==> config.mk <==
export PLATFORM = sky130hd
export DESIGN_NAME = pwm_breath_ctrl
export DESIGN_NICKNAME = d
export VERILOG_FILES = /design/src/rtl/pwm_pkg.sv /design/src/rtl/pwm_tick_cnt.sv /design/src/rtl/pwm_breath_ctrl.sv
export SDC_FILE = /design/constraint.sdc
export NUM_CORES = 1
export LEC_CHECK = 0
export CORE_ASPECT_RATIO = 0.9
export CORE_UTILIZATION = 25
export CTS_BUF_LIST = sky130_fd_sc_hd__clkbuf_2 sky130_fd_sc_hd__clkbuf_4 sky130_fd_sc_hd__clkbuf_8
export DETAILED_ROUTE_END_ITERATION = 7
export SETUP_SLACK_MARGIN = 0.4
export SLEW_MARGIN = 20
export SYNTH_ARGS = -nofsm -noshare
export SYNTH_HDL_FRONTEND = slang
export SYNTH_HIERARCHICAL = 1
export SYNTH_SLANG_ARGS = --single-unit
export TNS_END_PERCENT = 20
==> constraint.sdc <==
create_clock -name clk -period 15.9 [get_ports clk]
set_input_delay 3.18 -clock clk [delete_from_list [all_inputs] [get_ports clk]]
set_output_delay 3.18 -clock clk [all_outputs]
set_load 0.05 [all_outputs]
==> src/rtl/pwm_pkg.sv <==
// Shared types and constants for the breathing-envelope PWM sequencer.
package pwm_pkg;

  localparam int DUTY_W = 7;
  localparam int TICK_W = 16;

  localparam logic [DUTY_W-1:0] DUTY_MAX = 7'd100;

  typedef enum logic [2:0] {
    IDLE      = 3'd0,
    RAMP_UP   = 3'd1,
    HOLD_HI   = 3'd2,
    RAMP_DOWN = 3'd3,
    HOLD_LO   = 3'd4
  } breath_state_t;

  // Duty requests above 100 percent are pulled back to 100.
  function automatic logic [DUTY_W-1:0] clamp_duty(input logic [DUTY_W-1:0] d);
    return (d > DUTY_MAX) ? DUTY_MAX : d;
  endfunction

endpackage

==> src/rtl/pwm_tick_cnt.sv <==
// Terminal-count tick counter shared by the ramp step and hold timers.
// wrap is asserted on the last cycle of each limit-long period; a limit of 0
// behaves as 1 so the counter wraps every enabled cycle.
module pwm_tick_cnt
  import pwm_pkg::*;
(
  input  logic              clk,
  input  logic              rst,
  input  logic              clr,
  input  logic              en,
  input  logic [TICK_W-1:0] limit,
  output logic              wrap
);

  logic [TICK_W-1:0] cnt_q;
  logic [TICK_W-1:0] last;

  // wrap must not depend on clr: the owner derives clr from wrap.
  assign last = (limit == '0) ? '0 : (limit - 16'd1);
  assign wrap = en && (cnt_q == last);

  // Count up while enabled, fold back to zero on wrap or explicit clear.
  always_ff @(posedge clk) begin
    if (rst || clr) begin
      cnt_q <= '0;
    end else if (en) begin
      if (wrap) begin
        cnt_q <= '0;
      end else begin
        cnt_q <= cnt_q + 16'd1;
      end
    end
  end

endmodule

==> src/rtl/pwm_breath_ctrl.sv <==
// Breathing-envelope sequencer feeding the PWM generator's en/div/duty inputs.
//
// state     | meaning
// ----------+----------------------------------------------------------
// IDLE      | outputs parked (en=0, duty=0); waits for start
// RAMP_UP   | duty += 1 every S clk until it reaches hi
// HOLD_HI   | duty held at hi for H clk
// RAMP_DOWN | duty -= 1 every S clk until it reaches lo
// HOLD_LO   | duty held at lo for H clk; ends one breath cycle
module pwm_breath_ctrl
  import pwm_pkg::*;
#(
  parameter logic [15:0] DIV = 16'd1000
) (
  input  logic              clk,
  input  logic              rst,
  input  logic              start,
  input  logic              stop,
  input  logic [TICK_W-1:0] step_ticks,
  input  logic [TICK_W-1:0] hold_ticks,
  input  logic [DUTY_W-1:0] duty_lo,
  input  logic [DUTY_W-1:0] duty_hi,
  input  logic [7:0]        cycles,
  output logic              pwm_en,
  output logic [15:0]       pwm_div,
  output logic [DUTY_W-1:0] pwm_duty,
  output logic              busy,
  output logic              done
);

  breath_state_t state_q, state_d;

  logic [DUTY_W-1:0] lo_q, hi_q;
  logic [TICK_W-1:0] step_q, hold_q;
  logic [7:0]        cycles_q;
  logic [7:0]        cycle_cnt_q, cycle_cnt_d;

  logic [DUTY_W-1:0] duty_q, duty_d;
  logic              en_q, en_d;
  logic              busy_q, busy_d;
  logic              done_q, done_d;

  logic              accept;
  logic [DUTY_W-1:0] lo_in, hi_clamped, hi_in;
  logic [DUTY_W-1:0] duty_inc, duty_dec;
  logic [7:0]        cnt_next;

  logic              tick_clr, tick_en, tick_wrap;
  logic [TICK_W-1:0] tick_limit;

  // Config is only captured on an accepted start; hi never sits below lo.
  assign accept     = (state_q == IDLE) && start && !stop;
  assign lo_in      = clamp_duty(duty_lo);
  assign hi_clamped = clamp_duty(duty_hi);
  assign hi_in      = (hi_clamped < lo_in) ? lo_in : hi_clamped;

  assign duty_inc = duty_q + 7'd1;
  assign duty_dec = duty_q - 7'd1;
  assign cnt_next = (cycle_cnt_q == 8'hFF) ? 8'hFF : (cycle_cnt_q + 8'd1);

  // One timer serves both ramps and holds; it restarts on every state change.
  assign tick_en    = (state_q != IDLE);
  assign tick_clr   = (state_d != state_q);
  assign tick_limit = ((state_q == RAMP_UP) || (state_q == RAMP_DOWN)) ? step_q : hold_q;

  pwm_tick_cnt u_tick (
    .clk   (clk),
    .rst   (rst),
    .clr   (tick_clr),
    .en    (tick_en),
    .limit (tick_limit),
    .wrap  (tick_wrap)
  );

  // Latch the sequence configuration when a start is accepted.
  always_ff @(posedge clk) begin
    if (rst) begin
      lo_q     <= '0;
      hi_q     <= '0;
      step_q   <= '0;
      hold_q   <= '0;
      cycles_q <= '0;
    end else if (accept) begin
      lo_q     <= lo_in;
      hi_q     <= hi_in;
      step_q   <= step_ticks;
      hold_q   <= hold_ticks;
      cycles_q <= cycles;
    end
  end

  // Next-state and next-output decode; stop overrides everything but rst.
  always_comb begin
    state_d     = state_q;
    duty_d      = duty_q;
    en_d        = en_q;
    done_d      = 1'b0;
    cycle_cnt_d = cycle_cnt_q;

    if (stop) begin
      state_d = IDLE;
      duty_d  = '0;
      en_d    = 1'b0;
    end else begin
      case (state_q)
        IDLE: begin
          if (start) begin
            state_d     = RAMP_UP;
            duty_d      = lo_in;
            en_d        = 1'b1;
            cycle_cnt_d = '0;
          end
        end

        RAMP_UP: begin
          if (duty_q == hi_q) begin
            state_d = HOLD_HI;
          end else if (tick_wrap) begin
            duty_d = duty_inc;
            if (duty_inc == hi_q) begin
              state_d = HOLD_HI;
            end
          end
        end

        HOLD_HI: begin
          if (tick_wrap) begin
            state_d = RAMP_DOWN;
          end
        end

        RAMP_DOWN: begin
          if (duty_q == lo_q) begin
            state_d = HOLD_LO;
          end else if (tick_wrap) begin
            duty_d = duty_dec;
            if (duty_dec == lo_q) begin
              state_d = HOLD_LO;
            end
          end
        end

        HOLD_LO: begin
          if (tick_wrap) begin
            cycle_cnt_d = cnt_next;
            if ((cycles_q != 8'd0) && (cnt_next == cycles_q)) begin
              state_d = IDLE;
              done_d  = 1'b1;
              en_d    = 1'b0;
              duty_d  = '0;
            end else begin
              state_d = RAMP_UP;
            end
          end
        end

        default: begin
          state_d = IDLE;
          duty_d  = '0;
          en_d    = 1'b0;
        end
      endcase
    end

    busy_d = (state_d != IDLE);
  end

  // State and registered outputs.
  always_ff @(posedge clk) begin
    if (rst) begin
      state_q     <= IDLE;
      duty_q      <= '0;
      en_q        <= 1'b0;
      busy_q      <= 1'b0;
      done_q      <= 1'b0;
      cycle_cnt_q <= '0;
    end else begin
      state_q     <= state_d;
      duty_q      <= duty_d;
      en_q        <= en_d;
      busy_q      <= busy_d;
      done_q      <= done_d;
      cycle_cnt_q <= cycle_cnt_d;
    end
  end

  assign pwm_en   = en_q;
  assign pwm_div  = DIV;
  assign pwm_duty = duty_q;
  assign busy     = busy_q;
  assign done     = done_q;

endmodule

==> Word level (Yosys, flattened, before mapping) <==
Index checks and enable logic that the tools add are counted.
{ "word_totals": {"reg_bits": 91, "latch_bits": 0, "mem_bits_rw": 0, "romBits": 0, "input_bits": 58, "output_inout_bits": 26, "elab_cells": 98, "memories": 0} }
{ "op_classes": {"n_addsub": 5, "multipliers": 0, "div_mod_pow": 0, "order_cmp": 3, "eq_ne": 19, "shifts": 0, "mux": 35, "n_bitwise": 5, "reduce_logical": 19} }
{ "op_table": {"columns": ["cell", "count"], "rows": [
  ["$mux W7", 10],
  ["$mux W16", 3],
  ["$pmux W7 S5", 1],
  ["$mux W3", 10],
  ["$eq A7 B7 Y1", 4],
  ["$mux W8", 3],
  ["$add A16 B1 Y16 const B", 1],
  ["$eq A16 B16 Y1", 1],
  ["$logic_not A16 Y1", 1],
  ["$pmux W8 S2", 1],
  ["$sub A16 B1 Y16 const B", 1],
  ["$pmux W3 S5", 1],
  ["$gt A7 B7 Y1 const B", 2],
  ["$ne A2 B2 Y1 const B", 7],
  ["$add A8 B1 Y8 const B", 1],
  ["$eq A8 B8 Y1", 1],
  ["$eq A8 B8 Y1 const B", 1],
  ["$reduce_and A4 Y1", 2],
  ["$reduce_and A8 Y1", 1],
  ["$reduce_bool A8 Y1", 1],
  ["$add A7 B1 Y7 const B", 1],
  ["$lt A7 B7 Y1", 1],
  ["$sub A7 B1 Y7 const B", 1],
  ["$eq A3 B2 Y1 const B", 2],
  ["15 further kinds", 28]
]} }

==> Logic depth before layout (Yosys ltp) <==
{ "depth": {"word_depth": 13, "depth_mapped": 25, "mapped_depth_nobuf": 19} }

==> Modules after synthesis <==
The synthesis kept the hierarchy.
{ "by_module_without_submodules": {"columns": ["mod", "n_inst", "cells_each", "area_each_um2", "seq_area_each_um2"], "rows": [
  ["pwm_breath_ctrl", 1, 642, 4714.5, 1501.4],
  ["pwm_tick_cnt", 1, 209, 1622.8, 320.3]
]} }

==> Least setup slack after synthesis <==
Ideal clock, no wire load.
{ "synth_path": {"path_kind": "register to register", "from": "register state_q[2]", "to": "register u_tick.cnt_q[2]", "setup_time_ps": 130, "t_arrival_ps": 5437, "required_time_ps": 15770, "path_slack_ps": 10333, "path_stages_with_launch": 26, "path_buffers": 8, "synth_period_minus_slack_ps": 5567, "path_cell_list": "dfxtp_1 -> nand2b_1 -> clkbuf_1 -> clkbuf_1 -> buf_1 -> nand2_1 -> nand2_1 -> clkbuf_1 -> nor4_1 -> and4_1 -> or3b_1 -> a32oi_1 -> nand4_1 -> nor4_4 -> buf_6 -> clkdlybuf4s50_2 -> nand2_1 -> a2111oi_0 -> a31oi_1 -> a21oi_1 -> o31ai_1 -> nand2_1 -> or2_2 -> buf_1 -> clkbuf_1 -> nor3_1"} }
{ "synth_between": {"elab_chain_cells": 13, "elab_cells_between_ends": 27, "cone_classes": "add/sub (1); eq/ne (6); mux (14); reduce/logical (6)"} }
{ "synth_rtl": {"columns": ["item", "line", "text"], "rows": [
  ["start: declaration", "pwm_breath_ctrl.sv:31", "breath_state_t state_q, state_d;"],
  ["start signal: assignment", "pwm_breath_ctrl.sv:178", "state_q <= state_d;"],
  ["$eq A3 B1 Y1 or $eq A3 B2 Y1 (tied branches)", "pwm_breath_ctrl.sv:64", "assign tick_limit = ((state_q == RAMP_UP) || (state_q == RAMP_DOWN)) ? step_q : hold_q;"],
  ["$logic_or A1 B1 Y1 (*)", "pwm_breath_ctrl.sv:64", null],
  ["$mux W16 (*)", "pwm_breath_ctrl.sv:64", null],
  ["named net tick_limit[11]", "pwm_breath_ctrl.sv:49", "logic [TICK_W-1:0] tick_limit;"],
  ["$sub A16 B1 Y16 or $logic_not A16 Y1 (tied branches)", "pwm_tick_cnt.sv:19", "assign last = (limit == '0) ? '0 : (limit - 16'd1);"],
  ["$mux W16 (*)", "pwm_tick_cnt.sv:19", null],
  ["$eq A16 B16 Y1 (*)", "pwm_tick_cnt.sv:20", "assign wrap = en && (cnt_q == last);"],
  ["$logic_and A1 B1 Y1 (*)", "pwm_tick_cnt.sv:20", null],
  ["named net tick_wrap", "pwm_breath_ctrl.sv:48", "logic tick_clr, tick_en, tick_wrap;"],
  ["$mux W3, on equally long branches", "pwm_breath_ctrl.sv:135, pwm_breath_ctrl.sv:118", null],
  ["$mux W3, on equally long branches", "pwm_breath_ctrl.sv:133, pwm_breath_ctrl.sv:116", null],
  ["$pmux W3 S5 (*)", "pwm_breath_ctrl.sv:105", "case (state_q)"],
  ["$mux W3 (*)", "pwm_breath_ctrl.sv:100", "if (stop) begin"],
  ["$ne A3 B3 Y1 (*)", "pwm_breath_ctrl.sv:63", "assign tick_clr = (state_d != state_q);"],
  ["named net tick_clr", "pwm_breath_ctrl.sv:48", null],
  ["$logic_or A1 B1 Y1 (*)", "pwm_tick_cnt.sv:24", "if (rst || clr) begin"],
  ["end signal: assignment", "pwm_tick_cnt.sv:30", "cnt_q <= cnt_q + 16'd1;"],
  ["end: declaration", "pwm_tick_cnt.sv:15", "logic [TICK_W-1:0] cnt_q;"]
]} }
Mark *: on every way through the listed nets, which the timed path passes. The rest lies on a longest branch.
A chain may end at the register's enable or synchronous reset.

==> Worst setup path after layout <==
{ "layout_path": {"from": "register state_q[2]", "to": "register u_tick.cnt_q[5]"} }
The elaborated chain is that of the path after synthesis.

==> results.md <==
- Top_reg_cell synth: dfxtp_1
- # rows: 54
- Number of global-route vias before repair: approximately 5500
- Starting Density: 0.258
- Final instance area: ~7300 µm²
- Initial antenna violation count: 0
- Switching Fraction: 0.329
- Avg Cell Area, Syn: 7.45 µm²
- Clk sinks: 91
- Total setup buffers inserted after CTS: 0
- Die area: 26000 µm²
- Clk root buf: clkbuf_8
- DP Area: ~7100 µm²
- Cells along the critical path: nand2b_1, buf_4, nand2_1, nand2_1, inv_1, ha_1, nor3b_2, nand4_1, or4_1, o211ai_1, o2111ai_4, nor4_4, buf_4, nand2_1, a2111oi_0, a31oi_1, a21oi_1, o31ai_1, nand2_1, or2_2, nor3_1
- Reg clk slew, reported paths: 90 ps
- Residual DRC: 0
- Die Y: 153 µm
- Post_cts resized: 0
- CP max stage delay: 560 ps
- Switching pwr: 0.185 mW
- Clock Latency Late Sink: 380 ps
- N_diodes: 0
- Worst EP required: ~16000 ps
- Post-Syn Area: 6340 µm²
- Top Family by Delay on Critical Path: simple AND/OR/NAND/NOR gates
- Overflow after GRT: 0
- Outcome: finished clean
- Drt initial violations: 420
- Slew of the pin with the lowest slew margin: 928 ps
- TritonCTS Buffers: 9
- Largest net degree at the start of global routing: 67
- Async SR Flop Fraction: 0
- Final setup TNS: 0 ps
- Sequential Power Share: 0.435
- Unique masters post-synth: roughly 80
- #FFs+latches synth: 91
- Longest Clk Path Bufs: 2
- CP arrival: 6090 ps
- Crit-path slowest cell: dfxtp_1
- Final #Nets: between 900 and 1000
- Max-slew violations: 0
- Ys Warns: 6
- Hold Buf Count CTS: 0
- Startpoint Class: flop
- Kind of critical path: reg -> reg
- Final WL: around 18 mm
- Die X: 170 µm
- I/O Buffers: 67
- Routed len/inst: 14.6 µm
- CP most frequent cell: nand2_1
- EDFF count, synth: 0
- Initial DRT Pass Iterations: 5
- Minimum clock period: 5830 ps
- Antenna Nets Post-Route: 0
- Synth-to-layout area growth: 14.9%
- Overall Global Routing Usage: 0.139
- Crit. End Element: flop
- Post-synthesis sequential area ratio: 0.287
- Total of max-cap violations: 0
- Period utilisation layout: 0.367
- Drt via density: 4.87
- Min-delay worst type: reg -> reg
- Unrepaired setup endpoints after global routing: false
- Layout cells sized above 1: 0.0696
- FMAX: roughly 170 MHz
- Worst-path fanout max: 23
- Hpwl dp: roughly 13 mm
- Clock power share: 0.296
- Leak pwr: 2.62 nW
- Setup Skew: 11.4 ps
- Worst IR Drop VDD: between 0.00004 and 0.00005 V
- Core area: 24600 µm²
- CTS tree: built
- Endpoints failing setup: 0
- Int Pwr: 0.378 mW
- Post-Syn Instances: 851
- Wire length of the first global-routing pass: approximately 29 mm
- DR vias: just under 6000
- Io pins: 84
- Gp weighted congestion: 0.905
- Part of the power in combinational logic: 0.268
- Final hold vios: 0
- Relative slew slack: 0.379
- Crit path buffers/inverters: 3
- Pwr Density: 77.4 nW/µm²
- Htree depth: 3
## cells in the mapped netlist, types with 3 or more instances
master    count  area share
inv_1        21       0.012
o31ai_1       4      0.0047
o21bai_1      4      0.0047
dfxtp_1      91        0.29
o41ai_1       3      0.0041
nand3b_1      3      0.0036
nor2b_1       7      0.0069
buf_2         6      0.0047
nor3_1       31       0.024
nand4_1      22       0.022
xnor2_1      29       0.040
buf_4        19       0.023
clkbuf_8      5       0.011
o211ai_1      8      0.0095
a211oi_1     11       0.013
nand2b_1      8      0.0079
nand3_1      20       0.016
a32oi_1       4      0.0055
nor4_4        3       0.010
a22oi_1       4      0.0047
nor2_1       47       0.028
ha_1         11       0.022
buf_6         3      0.0053
or3_1         6      0.0059
mux2_2        5      0.0089
and3_1        5      0.0049
and4_1        4      0.0055
mux2i_1       8       0.013
or4_1         7      0.0083
o32ai_1       5      0.0069
and2_1        9      0.0089
or2_2         5      0.0049
a21o_1        6      0.0071
buf_1         5      0.0030
a21oi_1      75       0.059
o22ai_1       7      0.0069
a31oi_1       7      0.0069
o21ai_0      17       0.013
nand2_1     183        0.11
o21a_1        6      0.0071
clkbuf_1     38       0.023
xor2_1       29       0.040
nor4_1       10      0.0099
## worst paths after layout
| kind | start | endpoint | slack (ps) | cells after the start |
|---|---|---|---|---|
| max | state_q[2] | u_tick/cnt_q[5] | 10070 | 21 |
| min | hold_q[2] | hold_q[2] | 460 | 2 |
| max reg2reg | state_q[2] | u_tick/cnt_q[5] | 10070 | 21 |
| min reg2reg | hold_q[2] | hold_q[2] | 460 | 2 |
## registers in the layout, summed over array words and instances (netlist names), 3 cells and up
signal,cells
cycle_cnt_q,8
lo_q,7
pwm_duty,7
u_tick/cnt_q,16
step_q,16
cycles_q,8
hi_q,7
hold_q,16
state_q,3
## layer usage
layer,up-vias,global-route usage,share of wire
li1,3001,-,-
met1,2697,0.195,0.49
met2,177,0.211,0.44
met3,27,0.0215,0.054
met4,0,0.0511,0.023
met5,-,0,0
## cell type report
type / count / area (µm²)
Clock buffer: 11 / 151
Clock inverter: 5 / 61.3
Fill cell: 2722 / 17300
Inverter: 21 / 78.8
Multi-Input combinational cell: 675 / 4040
Sequential cell: 91 / 1820
Tap cell: 336 / 420
Timing Repair Buffer: 73 / 711
## layout by cell type, fill, tap and decap left out, types with 16 or more instances in the layout
cell,n
nand2_1,183
dfxtp_1,91
a21oi_1,75
clkdlybuf4s50_1,66
nor2_1,47
nor3_1,31
xnor2_1,29
xor2_1,29
nand4_1,22
inv_1,21
nand3_1,20
o21ai_0,17
conb_1,16
## through the flow
stage	utilization	cells	setup WS (ps)	hold slack [ps]	total power, mW
floorplan	-	865	10330	437	0.362
global placement	0.287	1196	10050	444	0.402
detailed placement	0.287	1196	10010	447	0.402
CTS	0.296	1212	10090	460	0.570
global route	0.296	1212	9650	479	0.595
finish	0.296	1212	10070	459	0.564
## power groups by stage
| stage | sequential [mW] | combinational, mW | clock, mW |
|---|---|---|---|
| final | 0.245 | 0.151 | 0.167 |
| after global placement | 0.251 | 0.151 | 0 |
| after global routing | 0.247 | 0.165 | 0.183 |
| after detailed placement | 0.251 | 0.151 | 0 |
| after CTS | 0.245 | 0.152 | 0.173 |
| after floorplan | 0.249 | 0.113 | 0 |
## kinds of logic after synthesis
kind of cell / after synthesis / synth area share
and+or+nand+nor: 391 / 0.306
AOI/OAI and AO/OA: 186 / 0.198
buffers and inverters: 99 / 0.0839
DFF: 91 / 0.287
xor gates and xnor gates: 58 / 0.0802
muxes: 13 / 0.0215
adders and majority gates: 11 / 0.0217
other: 2 / 0.00119
## worst register-to-register path: cells and delay by family (launching register included)
family	cells	cell delay (ps)
simple gates	11	2870
buf+inv	3	730
flops	1	560
fa+ha+maj	1	190
compound gates	6	1340
Note: power is estimated with default switching activity, not from simulation.
